<file path="config.mk">
export PLATFORM = sky130hd
export DESIGN_NAME = irda_mode_ctrl
export DESIGN_NICKNAME = d
export VERILOG_FILES = /design/src/rtl/irda_mode_ctrl.sv
export SDC_FILE = /design/constraint.sdc
export NUM_CORES = 1
export LEC_CHECK = 0
export CAP_MARGIN = 25
export CORE_UTILIZATION = 40
export DETAILED_ROUTE_END_ITERATION = 7
export PLACE_DENSITY = 0.74
export SYNTH_ARGS = -nofsm -noshare
export SYNTH_HDL_FRONTEND = slang
export SYNTH_SLANG_ARGS = --single-unit
</file>
<file path="constraint.sdc">
create_clock -name clk -period 1.7 [get_ports clk]
set_input_delay 0.17 -clock clk [delete_from_list [all_inputs] [get_ports clk]]
set_output_delay 0.17 -clock clk [all_outputs]
set_load 0.01 [all_outputs]
</file>
<file path="src/rtl/irda_mode_ctrl.sv">
// irda_mode_ctrl: IrDA mode register with shadow/active copies and link-safe critical switching
//
// A host writes the master (shadow) register at any time. Non-critical bits
// (LB, reserved, DMA) reach the active register one cycle later. Critical bits
// (SPEED [4:3], MODE [1]) are only copied into the active register while the
// IrDA link is idle. Each such copy is followed by a transceiver settle window.
//
// Ports
//   clk              single rising-edge clock
//   wb_rst_i         synchronous active-high reset
//   wb_addr_i        register address (MASTER_ADDR / STATUS_ADDR)
//   wb_dat_i         write data
//   we_i             write strobe, one write per cycle
//   link_busy_i      frame in progress on the link
//   wb_dat_o         combinational read data
//   master           active register bits [7:1]
//   fast_mode        active speed != SIR
//   mir_mode         active[4]
//   mir_half         active speed == MIR half
//   fir_mode         active speed == FIR
//   tx_select        active[1]
//   loopback_enable  active[2]
//   use_dma          active[7]
//   pending_o        critical change waiting for an idle link
//   switching_o      settle window active
//   mode_change_o    one-cycle pulse after critical bits are applied
module irda_mode_ctrl #(
    parameter int                ADDR_W        = 4,
    parameter logic [ADDR_W-1:0] MASTER_ADDR   = '0,
    parameter logic [ADDR_W-1:0] STATUS_ADDR   = ADDR_W'(1),
    parameter logic [7:1]        RESET_VAL     = 7'h00,
    parameter int                SETTLE_CYCLES = 16
) (
    input  logic              clk,
    input  logic              wb_rst_i,
    input  logic [ADDR_W-1:0] wb_addr_i,
    input  logic [7:0]        wb_dat_i,
    input  logic              we_i,
    input  logic              link_busy_i,
    output logic [7:0]        wb_dat_o,
    output logic [7:1]        master,
    output logic              fast_mode,
    output logic              mir_mode,
    output logic              mir_half,
    output logic              fir_mode,
    output logic              tx_select,
    output logic              loopback_enable,
    output logic              use_dma,
    output logic              pending_o,
    output logic              switching_o,
    output logic              mode_change_o
);
    // SPEED [4:3] and MODE [1]
    localparam logic [7:1] CRIT = 7'b0001101;
    localparam logic [7:0] SETTLE_LAST = 8'(SETTLE_CYCLES - 1);

    typedef enum logic [1:0] {IDLE, PEND, SETTLE} state_t;

    state_t     state_q, state_d;
    logic [7:1] shadow_q, shadow_d;
    logic [7:1] active_q, active_d;
    logic [7:0] cnt_q, cnt_d;
    logic       pulse_q, pulse_d;
    logic       crit_diff, apply, restore, wr_master, abort;

    assign wr_master = we_i && wb_addr_i == MASTER_ADDR;
    assign abort     = we_i && wb_addr_i == STATUS_ADDR && wb_dat_i[0];
    assign crit_diff = |((shadow_q ^ active_q) & CRIT);

    always_comb begin
        state_d = state_q;
        cnt_d   = cnt_q;
        apply   = 1'b0;
        restore = 1'b0;
        case (state_q)
            IDLE: begin
                if (crit_diff) begin
                    if (link_busy_i) state_d = PEND;
                    else             apply   = 1'b1;
                end
            end
            PEND: begin
                // abort takes priority over an apply in the same cycle
                if (abort) begin
                    restore = 1'b1;
                    state_d = IDLE;
                end else if (!crit_diff) begin
                    state_d = IDLE;
                end else if (!link_busy_i) begin
                    apply = 1'b1;
                end
            end
            SETTLE: begin
                // counter holds remaining cycles minus one; leave on zero
                if (cnt_q == 8'd0) state_d = IDLE;
                else               cnt_d   = cnt_q - 8'd1;
            end
            default: state_d = IDLE;
        endcase
        if (apply) begin
            state_d = (SETTLE_CYCLES == 0) ? IDLE : SETTLE;
            cnt_d   = SETTLE_LAST;
        end
    end

    // apply and the shadow write use the pre-edge shadow, so a write in the
    // apply cycle is seen only by the following evaluation
    assign pulse_d  = apply;
    assign shadow_d = wr_master ? wb_dat_i[7:1] :
                      restore   ? (shadow_q & ~CRIT) | (active_q & CRIT) : shadow_q;
    assign active_d = (shadow_q & ~CRIT) | ((apply ? shadow_q : active_q) & CRIT);

    always_ff @(posedge clk) begin
        if (wb_rst_i) begin
            state_q  <= IDLE;
            shadow_q <= RESET_VAL;
            active_q <= RESET_VAL;
            cnt_q    <= 8'd0;
            pulse_q  <= 1'b0;
        end else begin
            state_q  <= state_d;
            shadow_q <= shadow_d;
            active_q <= active_d;
            cnt_q    <= cnt_d;
            pulse_q  <= pulse_d;
        end
    end

    assign pending_o       = state_q == PEND;
    assign switching_o     = state_q == SETTLE;
    assign mode_change_o   = pulse_q;
    assign master          = active_q;
    assign fast_mode       = |active_q[4:3];
    assign mir_mode        = active_q[4];
    assign mir_half        = active_q[4:3] == 2'b10;
    assign fir_mode        = active_q[4:3] == 2'b01;
    assign tx_select       = active_q[1];
    assign loopback_enable = active_q[2];
    assign use_dma         = active_q[7];

    assign wb_dat_o = (wb_addr_i == MASTER_ADDR) ? {shadow_q, 1'b0} :
                      (wb_addr_i == STATUS_ADDR) ? {6'b0, switching_o, pending_o} : 8'h00;
endmodule

</file>
# After elaboration in Yosys (flattened, before gate mapping)
# Cells that the tools add are included.
[classes]
n_addsub = 1
n_eq_ne = 14
muxes = 21
bitwise_logic = 4
n_reduce_logical = 15
[op_table]
columns = ["op", "count"]
rows = [
  ["4-bit 2-to-1 mux", 4],
  ["2-bit 2-to-1 mux", 7],
  ["7-bit 2-to-1 mux", 2],
  ["7-bit by 4-bit OR with 7-bit output", 2],
  ["8-bit logical NOT", 1],
  ["8-bit 2-to-1 mux", 1],
  ["4-bit AND reduction", 2],
  ["8-bit by 1-bit subtractor with 8-bit output (second input constant)", 1],
  ["2-bit inequality test (second input constant)", 3],
  ["3-bit inequality test (second input constant)", 2],
  ["2-bit one-hot mux with 3 select lines", 1],
  ["1-bit 2-to-1 mux", 5],
  ["2-bit by 1-bit equality test with 1-bit output (second input constant)", 2],
  ["2-bit equality test (second input constant)", 2],
  ["4-bit by 1-bit equality test with 1-bit output (second input constant)", 1],
  ["4-bit logical NOT", 1],
  ["4-bit by 2-bit inequality test with 1-bit output (second input constant)", 1],
  ["2-bit AND reduction", 2],
  ["2-bit nonzero test", 2],
  ["2-bit OR reduction", 2],
  ["4-bit bitwise XOR", 1],
  ["1-bit logical AND", 3],
  ["3-bit by 1-bit inequality test with 1-bit output (second input constant)", 1],
  ["3-bit by 2-bit inequality test with 1-bit output (second input constant)", 1],
  ["other kinds (5)", 5],
]
[word_totals]
ff_bits = 25
in_bits = 16
output_inout_bits = 25
wordCells = 62

# Longest topological paths before layout
[logic_depth]
word_depth = 7
depth_mapped = 6
mapped_depth_nobuf = 6

# Worst setup path after synthesis
# Ideal clock, no wire load.
[synth_path]
path_type = "in2reg"
from = "in wb_addr_i[3]"
to = "reg active_q (netlist bit master[1])"
setup_time_ps = 116
arrival_ps = 1674
required_time_ps = 1584
path_slack_ps = -89
stages = 6
path_buffers = 2
path_cell_list = "or4b_4 -> or3_1 -> buf_6 -> and3_4 -> buf_6 -> a31o_1"
[synth_between]
elab_chain_len = 7
[synth_lines]
columns = ["item", "line", "source"]
rows = [
  ["start, declared", "36", "input logic [ADDR_W-1:0] wb_addr_i,"],
  ["4-bit by 1-bit equality test with 1-bit output", "67", "assign abort = we_i && wb_addr_i == STATUS_ADDR && wb_dat_i[0];"],
  ["1-bit logical AND (2 in series)", "67", ""],
  ["1-bit 2-to-1 mux", "84", "if (abort) begin"],
  ["1-bit one-hot mux with 2 select lines", "75", "case (state_q)"],
  ["4-bit 2-to-1 mux", "111", "assign active_d = (shadow_q & ~CRIT) | ((apply ? shadow_q : active_q) & CRIT);"],
  ["7-bit by 4-bit OR with 7-bit output", "111", ""],
  ["end signal, assigned", "123", "active_q <= active_d;"],
  ["end, declared", "61", "logic [7:1] active_q, active_d;"],
]
# Every way passes these cells.
# A chain may end at the register's enable or synchronous reset.

# Worst setup path after layout
[layout_path]
from = "reg cnt_q[3]"
to = "reg state_q[1]"
[layout_between]
elab_chain_len = 3
[layout_lines]
columns = ["item", "line", "source"]
rows = [
  ["start, declared", "62", "logic [7:0] cnt_q, cnt_d;"],
  ["start signal, assigned", "124", "cnt_q <= cnt_d;"],
  ["8-bit logical NOT", "95", "if (cnt_q == 8'd0) state_d = IDLE;"],
  ["3-bit by 1-bit inequality test with 1-bit output (no line)", "n/a", ""],
  ["4-bit AND reduction (no line)", "n/a", ""],
  ["end signal, assigned", "121", "state_q <= state_d;"],
  ["end, declared", "59", "state_t state_q, state_d;"],
]
# Every way passes these cells.

==> metrics.csv <==
stage,metric,value,unit
status,status,finished with violations,
status,violations,design-rule violations,
synthesis,synth_fp_nets,159,
route,wire_per_inst,13.2,um
die,core,0.00285,mm^2
worst_hold_path,hp-class,in -> reg,
final_layout,antenna-diode-count,0,
global_route,grt_use_total,20.2,%
clock_network,clk_latency,0.32,ns
setup_path,r2r-start,cnt_q[3],
global_route,grt_pass1_wl,5130,um
clock_network,cts_tree,done,
synthesis,synth_top_cell_by_area,dfxtp_1,
clock_network,clk_pin_slew,0.13,ns
synthesis,syn_inst,142,
clock_network,htreeDepth,1,
synthesis,yosysSeqAreaShare,40.4,%
die,initial_core_util,43.4,%
setup_path,r2r_slack,0.0003,ns
timing,setup_tns,0,ns
setup_path,cp_max_fo,4,
route,ant_nets,0,
placed_design,gp_congestion,0.767,
synthesis,synth_common_cells,"dfxtp_1 (25), inv_1 (11), nand2_1 (10), nor2_1 (10)",
timing,setup_viol,0,
die,dieHeight,57.6,um
route,route.met3.wl,141,um
synthesis,synth_ff_type,dfxtp_1,
route,route.met2.wl,1440,um
placed_design,io_buffers,40,
synthesis,yosys_warnings,0,
route,drt-met1-wl,1360,um
setup_path,worst-setup-path-type,reg -> reg,
timing,finalCritPeriodShare,100,%
route,dr.pass1.iters,6,
setup_path,startpoint_type,flop,
die,dieArea,0.00332,mm^2
setup_path,endpoint_kind,flop,
synthesis,synth_most_common_cell,dfxtp_1,
power,power.density,569,mW/mm^2
timing,period_minus_slack,1.70,ns
setup_path,rr_endpoint,state_q[1],
synthesis,postSynth.asyncResetShare,0,%
route,drc,3,
setup_path,worstRegToRegCells,4,
final_layout,drive_gt1_share,21.0,%
die,die_w,57.6,um
setup_path,cp.arrival,1.93,ns
final_layout,fin_nets,213,
synthesis,synth_enable_flop_cells,0,
synthesis,synth_area_per_cell,8.71,um^2
placed_design,hpwl,2210,um
die,ios,41,
setup_path,setup.worst_path.end,state_q[1],
final_layout,n_fill_cell,242,
clock_network,numCtsBuffers,3,
global_route,globalRouteOverflowTotal,0,
route,via_count,1188,
synthesis,ys_types,37,
global_route,antenna_found_initial,0,
synthesis,yosys.area.top_type_share,40.4,%
synthesis,synth_area_leaders,"dfxtp_1 (40%), mux2i_1 (4.0%), inv_1 (3.3%)",
synthesis,synth_seq_cells,25,
final_layout,syn2layout_area_growth,45.3,%
job,drv_cap,0,
clock_network,cts_root_buf,clkbuf_4,
timing,maxSlewViolCount,0,
route,vias_per_cell,5.26,
timing,worst_pin_slew,0.362,ns
synthesis,netlist_area,0.00124,mm^2
route,drt_iter0_markers,31,
route,top_layer,met4,
global_route,grt_max_degree,14,
power,fin_total_pwr,1020,uW
clock_network,clock_sinks,25,
route,routed_wl,2990,um
setup_path,crit_required,1.93,ns
timing,finClkSkew,0.00359,ns
die,row_count,19,
timing,slew_headroom,75.8,%
final_layout,finish.utilization,63.0,%
global_route,grt_pass1_vias,1182,
clock_network,clockBufferDepth,2,
timing,max_clock_freq,588,MHz
power,irDropWorstVdd,0.398,mV
power,p_leak,0.000732,uW
timing,finalHoldViolCount,0,
clock_network,cts_hold_buf,0,
timing,rsz0062_at_grt,true,
setup_path,worstSetupStartpoint,cnt_q[3],
-- layout make-up --
| class | instances | area [um^2] | area share, % |
|---|---|---|---|
| clock buffers | 4 | 26.3 | 1.46 |
| flip-flops and latches | 25 | 513 | 28.5 |
| repair buffers | 59 | 519 | 28.9 |
| multi-input cells | 96 | 659 | 36.7 |
| inverters | 11 | 41.3 | 2.30 |
| well taps | 31 | 38.8 | 2.16 |
-- how the worst min path moves through the flow --
| stage | from | endpoint | slack, ns | depth (start not counted) |
|---|---|---|---|---|
| after floorplan | we_i | shadow_q[2] | 0.32 | 2 |
| after global placement | shadow_q[2] | shadow_q[2] | 0.45 | 2 |
| after detailed placement | shadow_q[5] | shadow_q[5] | 0.45 | 2 |
| after CTS | wb_dat_i[7] | shadow_q[7] | 0.41 | 3 |
| after global routing | wb_dat_i[1] | shadow_q[1] | 0.43 | 3 |
| final | wb_dat_i[7] | shadow_q[7] | 0.41 | 3 |
-- routing by layer --
| metal | vias to the layer above | GRT usage [%] |
|---|---|---|
| met5 | - | 0 |
| met4 | 0 | 10.5 |
| met3 | 4 | 2.46 |
| met2 | 36 | 33.6 |
| met1 | 548 | 25.7 |
| li1 | 600 | - |
-- cells in the final DEF (no fill, tap or decap), types with 4 or more instances in the layout --
cell,synthesis,layout
xnor2_1,4,4
nor3_1,7,6
nand3_1,7,7
dfxtp_1,25,19
and2_1,6,6
buf_4,4,18
a21oi_1,4,4
clkdlybuf4s50_1,0,27
mux2i_1,5,5
nor2_1,10,10
dfxtp_2,0,4
inv_1,11,11
nand2_1,10,10
dlygate4sd2_1,0,10
nor2b_1,6,5
-- where the power goes --
group / leakage, uW / total (uW) / switching (uW) / internal, uW
Clock: 0.0000150 / 267 / 175 / 92.0
Combinational: 0.000512 / 153 / 71.6 / 81.5
Sequential: 0.000205 / 602 / 8.49 / 594
Total: 0.000732 / 1020 / 255 / 767
-- kinds of logic (layout without fill, tap and decap cells) --
family | Yosys count | after routing | share of synthesized area, %
AND/OR/NAND/NOR | 59 | 59 | 26.3
buffers and inverters | 21 | 74 | 8.80
AO/OA/AOI/OAI | 25 | 25 | 15.2
flip-flops | 25 | 25 | 40.4
XOR/XNOR | 6 | 6 | 4.25
multiplexers | 5 | 5 | 4.04
adder cells (fa/ha/maj) | 1 | 1 | 1.01
-- metrics by stage --
step	cell area [um^2]	instances	setup slack, ns	hold WS (ns)
4_1_cts	1790	225	-0.0123	0.409
6_report	1800	226	0.000256	0.415
2_1_floorplan	1240	142	-0.0719	0.317
3_5_place_dp	1720	218	-0.464	0.452
3_3_place_gp	1720	218	-0.450	0.451
5_1_grt	1800	226	-0.0449	0.433
-- registers in the layout (all words and copies together) (netlist names) --
register / count
mode_change_o: 1
cnt_q: 8
master: 7
state_q: 2
shadow_q: 7
-- what timing repair did --
item                       CTS  global route
pin swaps                    5             3
buffers inserted             3             1
hold endpoints to repair     0             0
gates resized for setup     32             7
setup endpoints to repair   22             6
-- critical path, cell delays in order (launching register included) --
cell     delay [ns]
dfxtp_2        0.34
or4_4          0.55
o41a_1         0.40
buf_4          0.17
o21a_1         0.15
(Power assumes the default switching activity.)
